## src/rtl/dma_priority.sv

```systemverilog
// Channel priority and bus-request stage of an 8237A-style DMA controller.
// Synchronises DREQ, tracks mask/software requests, runs the HRQ/HLDA handshake and grants one channel.
module dma_priority #(
  parameter int NCH         = 4,
  parameter int SYNC_STAGES = 2
) (
  input  logic                       CLK,
  input  logic                       RESET,
  input  logic [NCH-1:0]             DREQ,
  input  logic                       HLDA,
  output logic                       HRQ,
  output logic [NCH-1:0]             DACK,
  input  logic                       cmd_disable,
  input  logic                       cmd_rot_pri,
  input  logic                       cmd_dreq_low,
  input  logic                       cmd_dack_high,
  input  logic                       mclr,
  input  logic                       mask_wr_single,
  input  logic                       mask_wr_all,
  input  logic [$clog2(NCH)-1:0]     mask_ch,
  input  logic                       mask_bit,
  input  logic [NCH-1:0]             mask_all,
  input  logic                       sreq_wr,
  input  logic [$clog2(NCH)-1:0]     sreq_ch,
  input  logic                       sreq_bit,
  input  logic [NCH-1:0]             autoinit,
  input  logic                       svc_done,
  input  logic                       tc,
  output logic                       svc_start,
  output logic [$clog2(NCH)-1:0]     active_ch,
  output logic [NCH-1:0]             mask_q,
  output logic [NCH-1:0]             req_q
);

  localparam int CW = $clog2(NCH);

  typedef enum logic [1:0] {S_IDLE, S_REQ, S_GRANT, S_SERVICE} state_t;

  state_t         state, state_nxt;
  logic           clr;
  logic [NCH-1:0] sync_q [SYNC_STAGES];
  logic [NCH-1:0] hw, pending;
  logic [NCH-1:0] mask_r, mask_nxt, sreq_r, sreq_nxt, req_r;
  logic [NCH-1:0] dack_oh, win_oh;
  logic [CW-1:0]  pri_ptr, active_r, win, base, idx;
  logic           found, req_any, grant_evt, done_evt;

  // mclr behaves exactly like RESET, so both feed one clear term.
  assign clr = RESET | mclr;

  // NOTE: every clocked block uses non-blocking assignments so all flops update from pre-edge values.
  always_ff @(posedge CLK) begin
    if (clr) begin
      for (int i = 0; i < SYNC_STAGES; i++) sync_q[i] <= '0;
    end else begin
      sync_q[0] <= DREQ;
      for (int i = 1; i < SYNC_STAGES; i++) sync_q[i] <= sync_q[i-1];
    end
  end

  assign hw        = sync_q[SYNC_STAGES-1] ^ {NCH{cmd_dreq_low}};
  assign pending   = (hw & ~mask_r) | sreq_r;
  assign req_any   = |pending;
  assign grant_evt = (state == S_REQ) && HLDA && req_any;
  assign done_evt  = (state == S_SERVICE) && HLDA && svc_done;

  // Scan from the highest-priority channel; rotation only moves the starting point.
  // NOTE: every variable gets a default at the top of a combinational block so no latch is inferred.
  always_comb begin
    win    = '0;
    win_oh = '0;
    found  = 1'b0;
    idx    = '0;
    base   = cmd_rot_pri ? pri_ptr : '0;
    for (int i = 0; i < NCH; i++) begin
      idx = CW'((int'(base) + i) % NCH);
      if (!found && pending[idx]) begin
        win   = idx;
        found = 1'b1;
      end
    end
    win_oh[win] = 1'b1;
  end

  // Register writes first, then the terminal-count update overrides its own bit.
  always_comb begin
    mask_nxt = mask_r;
    sreq_nxt = sreq_r;
    if (mask_wr_all)         mask_nxt = mask_all;
    else if (mask_wr_single) mask_nxt[mask_ch] = mask_bit;
    if (sreq_wr)             sreq_nxt[sreq_ch] = sreq_bit;
    if (done_evt && tc) begin
      sreq_nxt[active_r] = 1'b0;
      if (!autoinit[active_r]) mask_nxt[active_r] = 1'b1;
    end
  end

  always_ff @(posedge CLK) begin
    if (clr) state <= S_IDLE;
    else     state <= state_nxt;
  end

  always_comb begin
    state_nxt = state;
    case (state)
      S_IDLE:    if (req_any && !cmd_disable) state_nxt = S_REQ;
      S_REQ:     if (!req_any)                state_nxt = S_IDLE;
                 else if (HLDA)               state_nxt = S_GRANT;
      S_GRANT:   state_nxt = HLDA ? S_SERVICE : S_IDLE;
      S_SERVICE: if (!HLDA || svc_done)       state_nxt = S_IDLE;
      default:   state_nxt = S_IDLE;
    endcase
  end

  // NOTE: all control/status registers are cleared on reset; the mask comes up all ones (every channel masked).
  always_ff @(posedge CLK) begin
    if (clr) begin
      mask_r   <= '1;
      sreq_r   <= '0;
      req_r    <= '0;
      active_r <= '0;
      dack_oh  <= '0;
      pri_ptr  <= '0;
    end else begin
      mask_r <= mask_nxt;
      sreq_r <= sreq_nxt;
      req_r  <= pending;
      if (grant_evt) begin
        active_r <= win;
        dack_oh  <= win_oh;
      end else if (state_nxt == S_IDLE) begin
        dack_oh  <= '0;
      end
      if (done_evt) pri_ptr <= CW'((int'(active_r) + 1) % NCH);
    end
  end

  always_comb begin
    HRQ       = (state != S_IDLE);
    svc_start = (state == S_GRANT);
  end

  assign DACK      = cmd_dack_high ? dack_oh : ~dack_oh;
  assign active_ch = active_r;
  assign mask_q    = mask_r;
  assign req_q     = req_r;

endmodule

```

## config.mk

```make
export PLATFORM = sky130hd
export DESIGN_NAME = dma_priority
export DESIGN_NICKNAME = d
export VERILOG_FILES = /design/src/rtl/dma_priority.sv
export SDC_FILE = /design/constraint.sdc
export NUM_CORES = 1
export LEC_CHECK = 0
export BUFFER_PORTS_ARGS = -buffer_cell sky130_fd_sc_hd__buf_2
export CELL_PAD_IN_SITES_DETAIL_PLACEMENT = 0
export CELL_PAD_IN_SITES_GLOBAL_PLACEMENT = 1
export CORE_MARGIN = 2
export CORE_UTILIZATION = 30
export CTS_BUF_LIST = sky130_fd_sc_hd__clkbuf_4
export CTS_CLUSTER_DIAMETER = 150
export DETAILED_ROUTE_END_ITERATION = 16
export GPL_ROUTABILITY_DRIVEN = 0
export PLACE_DENSITY = 0.72
export SYNTH_ARGS = -nofsm -noshare
export SYNTH_HDL_FRONTEND = slang
export SYNTH_SLANG_ARGS = --single-unit
export TNS_END_PERCENT = 50
```

## constraint.sdc

```tcl
create_clock -name CLK -period 2.9 [get_ports CLK]
set_clock_uncertainty 0.1 [all_clocks]
set_input_delay 0.29 -clock CLK [delete_from_list [all_inputs] [get_ports CLK]]
set_output_delay 0.29 -clock CLK [all_outputs]
set_load 0.02 [all_outputs]
```

==> flow_summary_export.csv <==
group,metric,value,unit
power_and_ir_drop,pwr-share-seq,54.3,%
die,fp.dieH,79.1,um
timing,setup_tns,0,ns
place,hpwl,3130,um
clock_network,cts_tree,"built",
power_and_ir_drop,vdd_drop_max,0.259,mV
global_route,antenna_found_initial,0,
power_and_ir_drop,internal_power,0.000560,W
final_layout,fin_area,2020,um^2
clock_network,path_clk_slew,0.10,ns
final_layout,drive_above_1_share,29.6,%
timing,slew_headroom,66.2,%
setup_path,start_kind,"flop",
yosys,syn_avg_cell_area,9.06,um^2
yosys,synth_edf_count,0,
global_route,grt_max_degree,13,
setup_path,crit_required,3.03,ns
timing,setup_viol,0,
yosys,netlist_area,1690,um^2
clock_network,post_cts_buffers,0,
place,io_buffers,46,
global_route,grtUsageTotal,13.1,%
final_layout,antennaDiodeCount,0,
yosys,synth_nets,222,
die,start_util,31.0,%
setup_path,crit_fanout,10,
setup_path,crit_type,"flop to flop",
timing,finalHoldViolCount,0,
die,rows,27,
clock_network,cts_made_buffers,5,
timing,fin_crit,2.15,ns
timing,fmax,465,MHz
timing,slew_viol_final,0,
route,first_pass_iters,6,
power_and_ir_drop,p_switching,0.000222,W
route,final_antenna_net_count,0,
die,die-area,6260,um^2
power_and_ir_drop,cellPowerDensity,387,nW/um^2
yosys,synthArstFlopShare,0,%
yosys,syn_inst,187,
yosys,ys.flop_type,"dfxtp_1",
timing,max_slew.worst_pin.slew,0.504,ns
setup_path,end_kind,"flop",
final_layout,area_growth,19.4,%
timing,whs,0.0550,ns
power_and_ir_drop,clkPwrFrac,30.7,%
route,totalWireLength,3990,um
final_layout,finalNetCount,267,
final_layout,nFillCells,608,
clock_network,cts_sinks,30,
route,drtIter0Drc,99,
clock_network,cts_max_level,2,
power_and_ir_drop,total_power,0.000782,W
clock_network,cts_resized,0,
timing,rsz0062_at_grt,"false",
clock_network,cts-hold-fix-buffers,0,
yosys,seq_area_frac_synth,35.5,%
clock_network,insertion_delay,0.33,ns
die,core,5470,um^2
final_layout,multi_input_area,1010,um^2
setup_path,crit_arrival,2.28,ns
timing,period_share,74.2,%
global_route,grt_overflow,0,
place,placed_cell_area,1970,um^2
clock_network,clockRootBuffer,"clkbuf_4",
clock_network,clock_path_buffers,2,
die,pin_count,47,
yosys,synth_cell_type_count,54,
timing,setup_slack,0.749,ns
route,drc_errors,0,
power_and_ir_drop,switching_share,28.4,%
route,vias,1540,
run_status,status,"finished, final reports clean",
yosys,yosysWarnings,0,
power_and_ir_drop,leakagePower,0.857,nW
place,place_ws,0.623,ns
power_and_ir_drop,p_comb_share,15.0,%
run,maxCapViolations,0,
yosys,synth-seq-cells,30,
route,wl_per_cell,13.1,um
final_layout,register_area,601,um^2
global_route,grt_pass1_wl,6470,um
die,dieWidth,79.1,um
worst_hold_path,hold_path_class,"primary input to flop",
global_route,grt_pass1_vias,1374,
route,via_per_inst,5.05,
## routing by layer
layer  wire, um  share of wire [%]  track usage [%]
met1       1890                 47             17.2
met2       1840                 46             20.9
met3        181                4.5             2.39
met4         72                1.8             5.69
met5          0                  0                0
## final cells by class
class,count,share of cell area (%)
flip-flops and latches,30,29.7
well taps,72,4.46
clock buffers,5,1.86
inverters,7,1.30
repair buffers,47,11.8
multi-input cells,141,50.1
clock inverters,3,0.804
## final timing paths
| kind | cells after the start | from | slack (ns) | to |
|---|---|---|---|---|
| max | 6 | sync_q[0][7] | 0.75 | dack_oh[1] |
| max reg2reg | 6 | sync_q[0][7] | 0.75 | dack_oh[1] |
| min reg2reg | 1 | sync_q[0][2] | 0.33 | sync_q[0][6] |
| min | 2 | DREQ[0] | 0.05 | sync_q[0][0] |
## cells in the final DEF (no fill, tap or decap), drive strengths merged, types with 2 or more instances in the layout
cell type	instances
buf	47
dfxtp	30
nor2	17
nand2	16
and2	11
inv	7
a21oi	7
xnor2	6
mux2i	6
a211o	6
nand3	6
o22ai	5
clkbuf	5
a211oi	4
and3	4
ha	4
xor2	3
o21a	3
a32o	3
or2	3
nor2b	2
nand4	2
nor3b	2
mux2	2
o21ai	2
nand2b	2
nor3	2
a21o	2
nor4	2
a41oi	2
o31ai	2
clkinv	2
## critical path, cell delays in order, from the launching register on
cell and delay, ns:
dfxtp_1 0.32, xnor2_1 0.25, o21a_1 0.40, nor2_1 0.11, a311oi_1 0.44, a21oi_2 0.16, a32o_1 0.28
## per-stage QoR
step	util, %	std cells
6_report	36.9	305
5_1_grt	36.9	305
4_1_cts	36.9	305
3_5_place_dp	36.0	297
3_3_place_gp	36.0	297
2_1_floorplan	-	187
## cell usage after synthesis, types with 2 or more instances
master / instances / share of area (%)
a211o_1: 6 / 3.1
a211oi_1: 4 / 1.8
a21oi_1: 5 / 1.5
a21oi_2: 2 / 1.0
a32o_1: 3 / 1.8
and2_1: 11 / 4.1
and3_1: 4 / 1.5
buf_2: 2 / 0.59
clkbuf_1: 5 / 1.1
dfxtp_1: 30 / 35
ha_1: 4 / 3.0
inv_1: 7 / 1.6
mux2_2: 2 / 1.3
mux2i_1: 6 / 3.5
nand2_1: 16 / 3.5
nand2b_1: 2 / 0.74
nand3_1: 6 / 1.8
nand4_1: 2 / 0.74
nor2_1: 17 / 3.8
nor2b_1: 2 / 0.74
nor3_1: 2 / 0.59
nor3b_1: 2 / 0.89
o21a_1: 3 / 1.3
o21ai_0: 2 / 0.59
o22ai_1: 5 / 1.8
or2_2: 2 / 0.74
xnor2_1: 6 / 3.1
xor2_1: 3 / 1.6
## power by group through the flow
stage	registers [W]	logic, W	clock network [W]
2_1_floorplan	0.000437	0.0000714	0
3_3_place_gp	0.000434	0.000116	0
3_5_place_dp	0.000434	0.000117	0
4_1_cts	0.000425	0.000118	0.000252
5_1_grt	0.000426	0.000130	0.000262
6_report	0.000424	0.000118	0.000240
## sequential cells by signal, indices dropped and copies added (netlist names)
| name | cells |
|---|---|
| active_ch | 2 |
| dack_oh | 4 |
| mask_q | 4 |
| pri_ptr | 2 |
| req_q | 4 |
| sreq_r | 4 |
| state | 2 |
| sync_q | 8 |
## logic make-up after synthesis
kind of cell,count (synthesis),synth area share (%)
xor+xnor,9,4.65
simple gates,70,21.6
buf+inv,16,4.73
fa+ha+maj,4,2.95
compound gates,49,24.4
flops,30,35.5
mux,9,6.20
No activity file was read; power rests on OpenSTA's default activity.
